==> src/rtl/vga_tile_scanout.sv <==
// vga_tile_scanout: 640x480@60 VGA scanout reading one tile colour per visible
// pixel from an external tile RAM (1-cycle read latency), emitting RGB332 with
// hsync/vsync delayed to stay aligned with the pixel data.
//
// Optional build macro: SCANOUT_GRIDLINES_EN
//   defined   -> first row/column of every tile is forced black (1-pixel borders)
//   undefined -> tile colour fills every visible pixel
//
// Pipeline:
//   stage 0: hcnt/vcnt, re/raddr, vblank, frame_start (all aligned to the counters)
//   stage 1: RAM registers rdata; visible/sync/gridline flags delayed one cycle
//   stage 2: RGB and sync output registers
module vga_tile_scanout #(
    parameter int dwidth     = 8,
    parameter int addr_width = 11,
    parameter int TILE_SHIFT = 4,
    parameter int GRID_COLS  = 40,
    parameter int GRID_ROWS  = 30
) (
    input  logic                  clk,
    input  logic                  reset,
    output logic                  re,
    output logic [addr_width-1:0] raddr,
    input  logic [dwidth-1:0]     rdata,
    output logic                  hsync,
    output logic                  vsync,
    output logic [2:0]            red,
    output logic [2:0]            green,
    output logic [1:0]            blue,
    output logic                  vblank,
    output logic                  frame_start
);

    localparam logic [9:0] H_VIS        = 10'd640;
    localparam logic [9:0] H_SYNC_START = 10'd656;
    localparam logic [9:0] H_SYNC_END   = 10'd751;
    localparam logic [9:0] H_MAX        = 10'd799;
    localparam logic [9:0] V_VIS        = 10'd480;
    localparam logic [9:0] V_SYNC_START = 10'd490;
    localparam logic [9:0] V_SYNC_END   = 10'd491;
    localparam logic [9:0] V_MAX        = 10'd524;

    localparam logic [9:0]            GRID_COLS_W = 10'(GRID_COLS);
    localparam logic [9:0]            GRID_ROWS_W = 10'(GRID_ROWS);
    localparam logic [addr_width-1:0] ROW_STEP    = addr_width'(GRID_COLS);

    // stage 0 state
    logic [9:0]            hcnt_q, hcnt_d;
    logic [9:0]            vcnt_q, vcnt_d;
    logic [addr_width-1:0] row_base_q, row_base_d;
    logic [addr_width-1:0] raddr_q, raddr_d;
    logic [addr_width-1:0] col_d;
    logic                  re_q, re_d;
    logic                  vblank_q, vblank_d;
    logic                  frame_start_q, frame_start_d;
    logic                  line_wrap;

    // raw flags decoded from the current counters
    logic                  hs_raw;
    logic                  vs_raw;

    // stage 1 / stage 2 state
    logic                  vis1_q, vis1_d;
    logic                  hs1_q, hs1_d;
    logic                  vs1_q, vs1_d;
    logic [7:0]            rgb_q, rgb_d;
    logic                  hsync_q, hsync_d;
    logic                  vsync_q, vsync_d;

`ifdef SCANOUT_GRIDLINES_EN
    logic                  grid_raw;
    logic                  grid1_q, grid1_d;
`endif

    // Next counter values; the row base tracks (vcnt>>TILE_SHIFT)*GRID_COLS
    // incrementally so no multiplier is needed.
    always_comb begin
        hcnt_d     = hcnt_q + 10'd1;
        vcnt_d     = vcnt_q;
        row_base_d = row_base_q;
        line_wrap  = (hcnt_q == H_MAX);
        if (line_wrap) begin
            hcnt_d = '0;
            if (vcnt_q == V_MAX) begin
                vcnt_d     = '0;
                row_base_d = '0;
            end else begin
                vcnt_d = vcnt_q + 10'd1;
                if (vcnt_d[TILE_SHIFT-1:0] == '0) begin
                    row_base_d = row_base_q + ROW_STEP;
                end
            end
        end
    end

    // Stage 0 outputs computed from the next counter values so they register
    // in the same cycle the counters show that position.
    always_comb begin
        col_d = addr_width'(hcnt_d >> TILE_SHIFT);
        re_d  = (hcnt_d < H_VIS) && (vcnt_d < V_VIS) &&
                ((hcnt_d >> TILE_SHIFT) < GRID_COLS_W) &&
                ((vcnt_d >> TILE_SHIFT) < GRID_ROWS_W);
        raddr_d = raddr_q;
        if (re_d) begin
            raddr_d = row_base_d + col_d;
        end
        vblank_d      = (vcnt_d >= V_VIS);
        frame_start_d = line_wrap && (vcnt_q == V_MAX);
    end

    // Counter, row base and read-port registers.
    always_ff @(posedge clk or posedge reset) begin
        if (reset) begin
            hcnt_q        <= '0;
            vcnt_q        <= '0;
            row_base_q    <= '0;
            raddr_q       <= '0;
            re_q          <= 1'b0;
            vblank_q      <= 1'b0;
            frame_start_q <= 1'b0;
        end else begin
            hcnt_q        <= hcnt_d;
            vcnt_q        <= vcnt_d;
            row_base_q    <= row_base_d;
            raddr_q       <= raddr_d;
            re_q          <= re_d;
            vblank_q      <= vblank_d;
            frame_start_q <= frame_start_d;
        end
    end

    // Raw sync (and gridline) flags decoded from the counter stage.
    always_comb begin
        hs_raw = (hcnt_q >= H_SYNC_START) && (hcnt_q <= H_SYNC_END);
        vs_raw = (vcnt_q >= V_SYNC_START) && (vcnt_q <= V_SYNC_END);
`ifdef SCANOUT_GRIDLINES_EN
        grid_raw = (hcnt_q[TILE_SHIFT-1:0] == '0) || (vcnt_q[TILE_SHIFT-1:0] == '0);
`endif
    end

    // Stage 1 next values: flags travel alongside the RAM read.
    always_comb begin
        vis1_d = re_q;
        hs1_d  = hs_raw;
        vs1_d  = vs_raw;
`ifdef SCANOUT_GRIDLINES_EN
        grid1_d = grid_raw;
`endif
    end

    // Stage 1 flag registers.
    always_ff @(posedge clk or posedge reset) begin
        if (reset) begin
            vis1_q <= 1'b0;
            hs1_q  <= 1'b0;
            vs1_q  <= 1'b0;
`ifdef SCANOUT_GRIDLINES_EN
            grid1_q <= 1'b0;
`endif
        end else begin
            vis1_q <= vis1_d;
            hs1_q  <= hs1_d;
            vs1_q  <= vs1_d;
`ifdef SCANOUT_GRIDLINES_EN
            grid1_q <= grid1_d;
`endif
        end
    end

    // Stage 2 next values: pixel colour gated to black outside the visible area.
    always_comb begin
        rgb_d = '0;
`ifdef SCANOUT_GRIDLINES_EN
        if (vis1_q && !grid1_q) begin
            rgb_d = rdata[7:0];
        end
`else
        if (vis1_q) begin
            rgb_d = rdata[7:0];
        end
`endif
        hsync_d = ~hs1_q;
        vsync_d = ~vs1_q;
    end

    // Stage 2 output registers; syncs idle high.
    always_ff @(posedge clk or posedge reset) begin
        if (reset) begin
            rgb_q   <= '0;
            hsync_q <= 1'b1;
            vsync_q <= 1'b1;
        end else begin
            rgb_q   <= rgb_d;
            hsync_q <= hsync_d;
            vsync_q <= vsync_d;
        end
    end

    assign re          = re_q;
    assign raddr       = raddr_q;
    assign red         = rgb_q[7:5];
    assign green       = rgb_q[4:2];
    assign blue        = rgb_q[1:0];
    assign hsync       = hsync_q;
    assign vsync       = vsync_q;
    assign vblank      = vblank_q;
    assign frame_start = frame_start_q;

endmodule

==> config.mk <==
export PLATFORM = sky130hd
export DESIGN_NAME = vga_tile_scanout
export DESIGN_NICKNAME = d
export VERILOG_FILES = /design/src/rtl/vga_tile_scanout.sv
export SDC_FILE = /design/constraint.sdc
export NUM_CORES = 1
export LEC_CHECK = 0
export ABC_AREA = 1
export CORE_MARGIN = 5
export CORE_UTILIZATION = 61
export DETAILED_ROUTE_END_ITERATION = 6
export HOLD_SLACK_MARGIN = 0.12
export PLACE_DENSITY = 0.83
export SETUP_SLACK_MARGIN = 0.2
export SLEW_MARGIN = 5
export SYNTH_ARGS = -nofsm -noshare
export SYNTH_HDL_FRONTEND = slang
export SYNTH_SLANG_ARGS = --single-unit
==> constraint.sdc <==
create_clock -name clk -period 7.4 [get_ports clk]
set_input_delay 1.48 -clock clk [delete_from_list [all_inputs] [get_ports clk]]
set_output_delay 1.48 -clock clk [all_outputs]
set_load 0.005 [all_outputs]
==> results.txt <==
die height: 81.2 µm
layout cells sized above 1: 10.1%
Syn Std Cell Area: 3090 µm²
Layout Skew: 0.00783 ns
total setup buffers inserted after CTS: 0
CP max stage cell: fa_1
vias in the first global route: 2373
Total GRT Usage: 21.0%
Post-Place Cell Area: 3470 µm²
row count: 26
gr ovfl total: 0
design area: 3650 µm²
Tightest Pin Transition: 0.695 ns
syn avg cell area: 8.09 µm²
Yosys reg bits: 58
CTS HTree Levels: 3
Final ANT Viol Nets: 0
crit path cell chain: ha_1 -> nand3_1 -> nor2_2 -> nand2_1 -> nor2_4 -> nor2_1 -> ha_1 -> fa_1 -> nand3_1 -> nand2_1 -> nand2_1 -> nand2_1 -> nand2_1 -> nand2_1 -> nand3_2 -> nor2_2 -> nand2_1 -> nand2_1 -> nand3_1 -> nand2_1
initial antenna violation count: 0
Worst Path Arrival: 3.44 ns
CTS Buf Count: 9
Clock Latency Late Sink: 0.33 ns
sequential fraction of design power: 54.4%
Max Slew Vio Count: 0
Min Clock Period, post-route: 3.22 ns
crit start category: flop
Worst path max stage delay: 0.41 ns
first-pass GRT wire length: 10500 µm
die area: 6590 µm²
LEAKAGE: 1.87 nW
final setup vio count: 0
CTS max path bufs: 2
final WL: 5890 µm
antenna fix cells: 0
P per Cell Area: 161 nW/µm²
GPL Wtd Cong: 0.881
Main synth FF type: dfrtp_1
Post-CTS Resized: 0
most used cell, CP: nand2_1
FF-to-FF setup slack: 4.18 ns
Final #Nets: 445
final worst-path cycle share: 43.5%
Gate power share: 3.0%
max cap viols: 0
hold crit path type: flop to flop
status: complete, no violations
Worst Hold Slack: 0.348 ns
Via density: 5.02
Yosys cell types: 32
Sw Pwr: 132 µW
Starting Density: 61.7%
residual DRC count: 0
critical-path maximum fanout: 11
HPWL Detailed: 4310 µm
CP required: 7.63 ns
critical path class: flop to flop
Yosys warning count: 0
Cells after DPL: 481
Max VDD drop: 0.149 mV
total nets after synthesis: 405
Fmax achieved: 311 MHz
die span in x: 81.2 µm
core area: 5010 µm²
commonest cells in the netlist: nand2_1, inv_1, dfrtp_1
Fin. Hold Viols: 0
total number of vias: 2497
Async S/R FF share, synth: 100%
largest area contributor in the netlist: dfrtp_1
Internal: 457 µW
Finished Layout Cells: 497
DRT iter0 DRCs: 127
Post-synth EDFFs: 0
WL/cell: 11.9 µm
Sw Ratio: 22.4%
share of the synthesized area in the top cell type: 45.3%
clk root buf: clkbuf_8
# IOs: 34
Clock Sink Count: 58
hold_buf cts: 0
P&R area growth vs syn: 18.0%
RSZ-0062 raised after global routing: no
Area contributors post-synth: dfrtp_1, nand2_1, inv_1
critical path capture point type: flop
Syn Inst Count: 382
port bufs: 33
Pre-antenna DRT Iters: 4
proportion of power drawn by the clock network: 42.7%
max_slew headroom: 53.6%
setup TNS: 0 ns
count leader, synth: nand2_1
clock slew at reported path FFs: 0.06 ns
largest net degree at the start of global routing: 59
CTS tree: yes
sequential element share of the synthesized area: 47.0%
registers in the layout, indices dropped and copies added, names as in the netlist:
| name | count |
|---|---|
| raddr | 11 |
| row_base_q | 11 |
| hcnt_q | 10 |
| vcnt_q | 10 |
| rgb_q | 8 |
| frame_start | 1 |
| hs1_q | 1 |
| hsync | 1 |
| re | 1 |
| vblank | 1 |
| vis1_q | 1 |
| vs1_q | 1 |
| vsync | 1 |
cells by family after synthesis:
family / after synthesis / share of synthesized area, %
XOR/XNOR: 7 / 1.98
adder cells (fa/ha/maj): 13 / 5.51
AND/OR/NAND/NOR: 200 / 30.1
buffers and inverters: 72 / 9.47
AO/OA/AOI/OAI: 32 / 5.87
flip-flops: 58 / 47.0
per-stage QoR:
step	total power, mW	setup slack, ns	utilization, %
detailed placement	0.344	4.20	69.4
finish	0.588	4.18	72.8
floorplan	0.332	4.50	-
global route	0.614	3.79	72.8
CTS	0.594	4.18	72.8
global placement	0.344	4.33	69.4
cell type report:
cell class	instances	area [µm²]
multi-input cells	252	1340
clock inverters	5	30.0
repair buffers	34	338
inverters	67	251
flip-flops and latches	58	1450
clock buffers	11	141
fillers	381	1360
well taps	70	87.6
power groups by stage:
stage / clock [mW] / combinational [mW] / sequential (mW)
2_1_floorplan: 0 / 0.00621 / 0.326
3_3_place_gp: 0 / 0.0180 / 0.326
3_5_place_dp: 0 / 0.0182 / 0.326
4_1_cts: 0.256 / 0.0183 / 0.320
5_1_grt: 0.274 / 0.0198 / 0.320
6_report: 0.251 / 0.0176 / 0.320
worst max-delay path: cells and delay by family (launching register included):
kind / cells / cell delay (ns)
simple gates: 17 / 1.85
flops: 1 / 0.38
fa+ha+maj: 3 / 0.85
cell usage in the layout (no fill, tap or decap), types with 5 or more instances in the layout:
cell,n
inv_1,62
o21ai_1,7
o21ai_0,9
ha_1,12
clkdlybuf4s50_1,33
nand3_1,38
dfrtp_1,56
a21oi_1,10
nand4_1,11
nor2_1,30
nand2_1,96
xnor2_1,5
clkbuf_8,10
nor3_1,5
layer usage:
metal | share of wire (%) | vias up | track usage (%)
li1 | - | 1286 | -
met2 | 46 | 58 | 31.5
met5 | 0 | - | 0
met1 | 46 | 1135 | 28.4
met3 | 4.7 | 18 | 4.55
met4 | 2.7 | 0 | 11.1
worst paths after layout:
path | startpoint | end | cells after the start
hold reg to reg | vs1_q | vsync | 1
setup / recovery | hcnt_q[0] | raddr[10] | 20
hold / removal | vs1_q | vsync | 1
setup reg to reg | hcnt_q[0] | raddr[10] | 20
min in group asynchronous | reset | vs1_q | 3
max in group asynchronous | reset | rgb_q[6] | 3
Note: power is estimated with default switching activity, not from simulation.
